**src/rtl/decode_issue_queue.sv**
```systemverilog
// Decode-to-issue queue: holds decoded instructions with resolved operands and
// keeps resident operands current through the execute/memory result bypasses.
module decode_issue_queue #(
  parameter int XLEN   = 32,
  parameter int DEPTH  = 2,
  parameter int FUNC_W = 10
) (
  input  logic                       clk,
  input  logic                       rst,
  input  logic                       in_valid,
  output logic                       in_ready,
  input  logic [FUNC_W-1:0]          in_func,
  input  logic [XLEN-1:0]            in_imm,
  input  logic                       in_en_imm,
  input  logic [4:0]                 in_a0,
  input  logic [4:0]                 in_a1,
  input  logic [4:0]                 in_a2,
  input  logic [XLEN-1:0]            in_d0,
  input  logic [XLEN-1:0]            in_d1,
  input  logic [7:0]                 in_ctrl,
  input  logic                       fwd_ex_en,
  input  logic [4:0]                 fwd_ex_addr,
  input  logic [XLEN-1:0]            fwd_ex_data,
  input  logic                       fwd_mem_en,
  input  logic [4:0]                 fwd_mem_addr,
  input  logic [XLEN-1:0]            fwd_mem_data,
  input  logic                       squash,
  output logic                       out_valid,
  input  logic                       out_ready,
  output logic [FUNC_W-1:0]          out_func,
  output logic [XLEN-1:0]            out_imm,
  output logic [7:0]                 out_ctrl,
  output logic [4:0]                 out_a2,
  output logic [XLEN-1:0]            out_alu_data1,
  output logic [XLEN-1:0]            out_alu_data2,
  output logic [XLEN-1:0]            out_data_to_mem,
  output logic [4:0]                 a2_hazard,
  output logic [$clog2(DEPTH+1)-1:0] count
);

  localparam int PTR_W = $clog2(DEPTH);
  localparam int CNT_W = $clog2(DEPTH+1);
  localparam logic [CNT_W-1:0] FULL = CNT_W'(DEPTH);

  logic              r_valid [DEPTH];
  logic [FUNC_W-1:0] r_func  [DEPTH];
  logic [XLEN-1:0]   r_imm   [DEPTH];
  logic              r_en_imm[DEPTH];
  logic [7:0]        r_ctrl  [DEPTH];
  logic [4:0]        r_a0    [DEPTH];
  logic [4:0]        r_a1    [DEPTH];
  logic [4:0]        r_a2    [DEPTH];
  logic [XLEN-1:0]   r_alu1  [DEPTH];
  logic [XLEN-1:0]   r_alu2  [DEPTH];
  logic [XLEN-1:0]   r_mem   [DEPTH];
  logic [PTR_W-1:0]  r_wptr;
  logic [PTR_W-1:0]  r_rptr;
  logic [CNT_W-1:0]  r_count;

  logic              w_push;
  logic              w_pop;
  logic              w_out_valid;
  logic [XLEN:0]     w_src1;
  logic [XLEN:0]     w_src2;
  logic [XLEN:0]     w_upd1 [DEPTH];
  logic [XLEN:0]     w_upd2 [DEPTH];

  // Returns {hit, value}: execute bypass beats memory bypass, x0 never bypassed.
  function automatic logic [XLEN:0] f_resolve(
    input logic [4:0]      src,
    input logic [XLEN-1:0] dflt,
    input logic            ex_en,
    input logic [4:0]      ex_a,
    input logic [XLEN-1:0] ex_d,
    input logic            mem_en,
    input logic [4:0]      mem_a,
    input logic [XLEN-1:0] mem_d
  );
    if (src != 5'd0 && ex_en && ex_a == src)
      return {1'b1, ex_d};
    else if (src != 5'd0 && mem_en && mem_a == src)
      return {1'b1, mem_d};
    else
      return {1'b0, dflt};
  endfunction

  // Handshake and operand resolution for the incoming and resident entries.
  always_comb begin
    in_ready    = rst && !squash && (r_count < FULL);
    w_out_valid = (r_count != '0) && !squash;
    w_push      = in_valid && in_ready;
    w_pop       = w_out_valid && out_ready;
    a2_hazard   = (in_valid && !squash) ? in_a2 : 5'd0;
    w_src1 = f_resolve(in_a0, in_d0, fwd_ex_en, fwd_ex_addr, fwd_ex_data,
                       fwd_mem_en, fwd_mem_addr, fwd_mem_data);
    w_src2 = f_resolve(in_a1, in_d1, fwd_ex_en, fwd_ex_addr, fwd_ex_data,
                       fwd_mem_en, fwd_mem_addr, fwd_mem_data);
    for (int unsigned i = 0; i < DEPTH; i++) begin
      w_upd1[i] = f_resolve(r_a0[i], r_alu1[i], fwd_ex_en, fwd_ex_addr, fwd_ex_data,
                            fwd_mem_en, fwd_mem_addr, fwd_mem_data);
      w_upd2[i] = f_resolve(r_a1[i], r_mem[i], fwd_ex_en, fwd_ex_addr, fwd_ex_data,
                            fwd_mem_en, fwd_mem_addr, fwd_mem_data);
    end
  end

  // Occupancy, pointers and entry valid bits; squash empties the queue.
  always_ff @(posedge clk or negedge rst) begin
    if (!rst) begin
      r_wptr  <= '0;
      r_rptr  <= '0;
      r_count <= '0;
      for (int unsigned i = 0; i < DEPTH; i++) r_valid[i] <= 1'b0;
    end else if (squash) begin
      r_wptr  <= '0;
      r_rptr  <= '0;
      r_count <= '0;
      for (int unsigned i = 0; i < DEPTH; i++) r_valid[i] <= 1'b0;
    end else begin
      if (w_pop) begin
        r_valid[r_rptr] <= 1'b0;
        r_rptr          <= r_rptr + 1'b1;
      end
      if (w_push) begin
        r_valid[r_wptr] <= 1'b1;
        r_wptr          <= r_wptr + 1'b1;
      end
      case ({w_push, w_pop})
        2'b10:   r_count <= r_count + 1'b1;
        2'b01:   r_count <= r_count - 1'b1;
        default: r_count <= r_count;
      endcase
    end
  end

  // Entry payload: bypass refresh of resident operands, then the push write.
  // The push slot is never occupied, so the two never collide.
  always_ff @(posedge clk) begin
    for (int unsigned i = 0; i < DEPTH; i++) begin
      if (r_valid[i]) begin
        if (w_upd1[i][XLEN]) r_alu1[i] <= w_upd1[i][XLEN-1:0];
        if (w_upd2[i][XLEN]) begin
          r_mem[i] <= w_upd2[i][XLEN-1:0];
          if (!r_en_imm[i]) r_alu2[i] <= w_upd2[i][XLEN-1:0];
        end
      end
    end
    if (w_push) begin
      r_func[r_wptr]   <= in_func;
      r_imm[r_wptr]    <= in_imm;
      r_en_imm[r_wptr] <= in_en_imm;
      r_ctrl[r_wptr]   <= in_ctrl;
      r_a0[r_wptr]     <= in_a0;
      r_a1[r_wptr]     <= in_a1;
      r_a2[r_wptr]     <= in_a2;
      r_alu1[r_wptr]   <= w_src1[XLEN-1:0];
      r_mem[r_wptr]    <= w_src2[XLEN-1:0];
      r_alu2[r_wptr]   <= in_en_imm ? in_imm : w_src2[XLEN-1:0];
    end
  end

  // Head entry presentation, forced to zero whenever nothing is offered.
  always_comb begin
    out_valid       = w_out_valid;
    count           = r_count;
    out_func        = '0;
    out_imm         = '0;
    out_ctrl        = '0;
    out_a2          = '0;
    out_alu_data1   = '0;
    out_alu_data2   = '0;
    out_data_to_mem = '0;
    if (w_out_valid) begin
      out_func        = r_func[r_rptr];
      out_imm         = r_imm[r_rptr];
      out_ctrl        = r_ctrl[r_rptr];
      out_a2          = r_a2[r_rptr];
      out_alu_data1   = r_alu1[r_rptr];
      out_alu_data2   = r_alu2[r_rptr];
      out_data_to_mem = r_mem[r_rptr];
    end
  end

endmodule
```
**config.mk**
```make
export PLATFORM = sky130hd
export DESIGN_NAME = decode_issue_queue
export DESIGN_NICKNAME = d
export VERILOG_FILES = /design/src/rtl/decode_issue_queue.sv
export SDC_FILE = /design/constraint.sdc
export NUM_CORES = 1
export LEC_CHECK = 0
export BUFFER_PORTS_ARGS = -buffer_cell sky130_fd_sc_hd__clkbuf_2
export CAP_MARGIN = 25
export CELL_PAD_IN_SITES_DETAIL_PLACEMENT = 0
export CELL_PAD_IN_SITES_GLOBAL_PLACEMENT = 1
export CORE_MARGIN = 2
export CORE_UTILIZATION = 30
export CTS_CLUSTER_SIZE = 28
export DETAILED_ROUTE_END_ITERATION = 16
export GPL_TIMING_DRIVEN = 0
export PLACE_DENSITY = 0.68
export SLEW_MARGIN = 20
export SYNTH_ARGS = -nofsm -noshare
export SYNTH_HDL_FRONTEND = slang
export SYNTH_SLANG_ARGS = --single-unit
```
**constraint.sdc**
```tcl
create_clock -name clk -period 8.9 [get_ports clk]
set_clock_uncertainty 0.05 [all_clocks]
set_input_delay 0.445 -clock clk [delete_from_list [all_inputs] [get_ports clk]]
set_output_delay 0.445 -clock clk [all_outputs]
set_load 0.02 [all_outputs]
```
==> run summary <==
Max_cap viols - 0
Hold Startpoint - in_a2[4]
Ranking of synthesized cells by area - edfxtp_1 (48%), mux2i_1 (11%), nor2_1 (3.6%)
Critical path type - in -> reg
Iteration-0 DRC Markers - 1,931
Worst Path Required - 9.17 ns
Cell Pwr Density - 162 nW/um2
DRC - 0
Root buf cell - clkbuf_16
Nature of the critical path endpoint - register
Post-Route WL - 92,400 um
Chip width - 265 um
Fin nets - 2,596
Ys async rst share - 1.82%
DRT Pass-1 Iters - 7
Clock Path Buffers - 3
Setup-failing EPs final - 0
# port buffers - 328
Final Util - 37.1%
Die area - 70,000 um2
Clk Latency, worst-skew pair - 0.58 ns
Slew headroom - 21.7%
Largest net degree at the start of global routing - 42
Tcrit/Tclk final - 46.0%
CTS Hold Bufs - 21
# rows - 95
Fillcell total - 6,743
Tmin final - 4.09 ns
TritonCTS Buffers - 41
Status - finished clean
Wirelength per Cell - 28.0 um
# clock sinks - 330
Final Wtd Congestion - 0.939
Flops & latches, synth - 330
Cells on worst reg2reg path - 8
Top FF cell, synth - edfxtp_1
Core area - 67,200 um2
Detailed placer's ending HPWL - 70,000 um
Slew Limit Fails - 0
Worst Setup Start Kind - primary input
Layout overhead on the synthesized area - 22.3%
Mapped cell area - 20,400 um2
Reg2reg setup slack - 4.96 ns
Final ANT Viol Nets - 0
Synth cell types - 47
Die extent in y - 265 um
Seq/Total Area, Yosys - 48.5%
Static Leakage - 8.61 nW
Final hold violation count - 0
Via count - 19,000
Max FO, Critical Path - 17
Fmax - 0.244 GHz
Drt via density - 5.76
Min-Delay Endpoint - r_a2[1][4]
Number of global-route vias before repair - 18,900
Number of synthesized flops with an enable pin - 324
Post-CTS Setup Repair Bufs - 0
Post-Syn Area per Cell - 10.3 um2
Share of layout cells above drive strength 1 - 21.1%
Hold WC Path Type - in -> reg
Initial antenna violation count - 10
Worst r2r dst - r_mem[1][14]
GRT overflow - 0
Yosys Warn Count - 0
Most common cell in the netlist - edfxtp_1
First-pass GRT wire length - 132,000 um
Syn Inst Count - 1,981
Hold depth - 1
Post-cts gate resize count - 0
Leading area contributor after synthesis - edfxtp_1
FF+latch area - 9880 um2
Post-synth top area share - 47.8%
Sum Neg Setup Slack - 0 ns
Worst vdd ir - 0.0975 mV
Worst-Margin Slew - 1.17 ns
TritonCTS clock tree - done
I/O Pins - 371
Pwr Total - 4.03 mW
Worst EP arrival - 4.36 ns
Commonest cells in the netlist - edfxtp_1 (324), mux2i_1 (215), nor2_1 (195)
Syn Nets - 2,192
Starting Density - 30.3%
Multi-input gate area - 9300 um2
Tot GR Track Use - 25.7%
H-tree depth - 2
Fin Hold WS - 0.0188 ns
Clock transition at path regs - 0.06 ns
Unrepaired setup endpoints after global routing - false
R2r startpoint - count[1]
-- layout by cell type, fill, tap and decap left out, types with 10 or more instances in the layout --
cell           count
clkbuf_16         41
nand3_1           65
edfxtp_1         324
o21ai_0          115
mux2i_1          215
nor3_1           128
a31oi_1           96
and3_1            32
a211oi_2          21
o2bb2ai_1         64
a2bb2oi_1         64
inv_1             68
buf_2             53
a211oi_1          12
a21boi_0          10
o31ai_1           32
clkbuf_2         330
xnor2_1           41
o32ai_1           64
a21oi_1           67
clkbuf_1         132
buf_1             40
a21boi_1          22
o21ai_1           20
xor2_1            21
dlygate4sd3_1     21
nor2_1           195
-- cell families after synthesis --
| family | count (synthesis) | synth area share, % |
|---|---|---|
| AOI/OAI and AO/OA | 599 | 20.9 |
| xor gates and xnor gates | 62 | 2.67 |
| buffers and inverters | 300 | 6.03 |
| DFF | 330 | 48.5 |
| muxes | 215 | 10.6 |
| and+or+nand+nor | 475 | 11.4 |
-- stage by stage --
| stage | worst slack [ns] | instance area, um2 | instances |
|---|---|---|---|
| after CTS | 4.79 | 24900 | 3290 |
| after global routing | 4.70 | 24900 | 3296 |
| after floorplan | 4.36 | 20400 | 1981 |
| after global placement | 2.00 | 23100 | 3182 |
| after detailed placement | 4.81 | 23400 | 3194 |
| final | 4.81 | 24900 | 3296 |
-- worst max-delay path by stage --
stage,from,to,slack (ns),cells past startpoint
after floorplan,fwd_mem_addr[4],r_alu2[1][0],4.36,7
after global placement,fwd_mem_addr[4],r_alu2[0][15],2.00,7
after detailed placement,squash,r_mem[1][16],4.81,9
after CTS,count[1],out_alu_data1[0],4.79,7
after global routing,rst,r_mem[1][14],4.70,10
final,rst,r_mem[1][14],4.81,10
-- state kept, by name, summed over array words and instances, names as in the netlist, 10 cells and up --
| name | flops |
|---|---|
| r_alu1 | 64 |
| r_alu2 | 64 |
| r_a2 | 10 |
| r_a1 | 10 |
| r_a0 | 10 |
| r_mem | 64 |
| r_func | 20 |
| r_ctrl | 16 |
| r_imm | 64 |
-- critical path: stages --
cell,delay [ns]
dlygate4sd3_1,0.54
clkbuf_2,0.20
nand3b_1,0.22
nor2_1,0.06
nand2_1,0.13
clkbuf_1,0.73
clkbuf_1,0.61
clkbuf_1,0.53
nand2_2,0.53
buf_16,0.33
-- power by group --
part	switching (mW)	internal, mW
logic	0.429	0.199
clock network	0.705	0.936
registers	0.0129	1.75
total	1.15	2.89
-- metal layers --
metal | part of all wire, % | vias up | global-route usage, % | wire [um]
met5 | 0.040 | - | 0 | 37
met1 | 41 | 9225 | 33.8 | 37800
met3 | 9.3 | 214 | 5.74 | 8560
li1 | - | 8418 | - | -
met2 | 45 | 1134 | 40.5 | 41700
met4 | 4.7 | 6 | 11.5 | 4320
-- layout make-up --
type                       instances  area share, %
clock inverter                    29          0.944
multi-input combinational       1351           37.3
sequential                       330           39.7
tap                              873           4.39
inverter                          70           1.05
antenna                            6         0.0603
buffer                           230           3.91
timing repair buffer             361           8.44
clock buffer                      46           4.19
(Power assumes the default switching activity.)
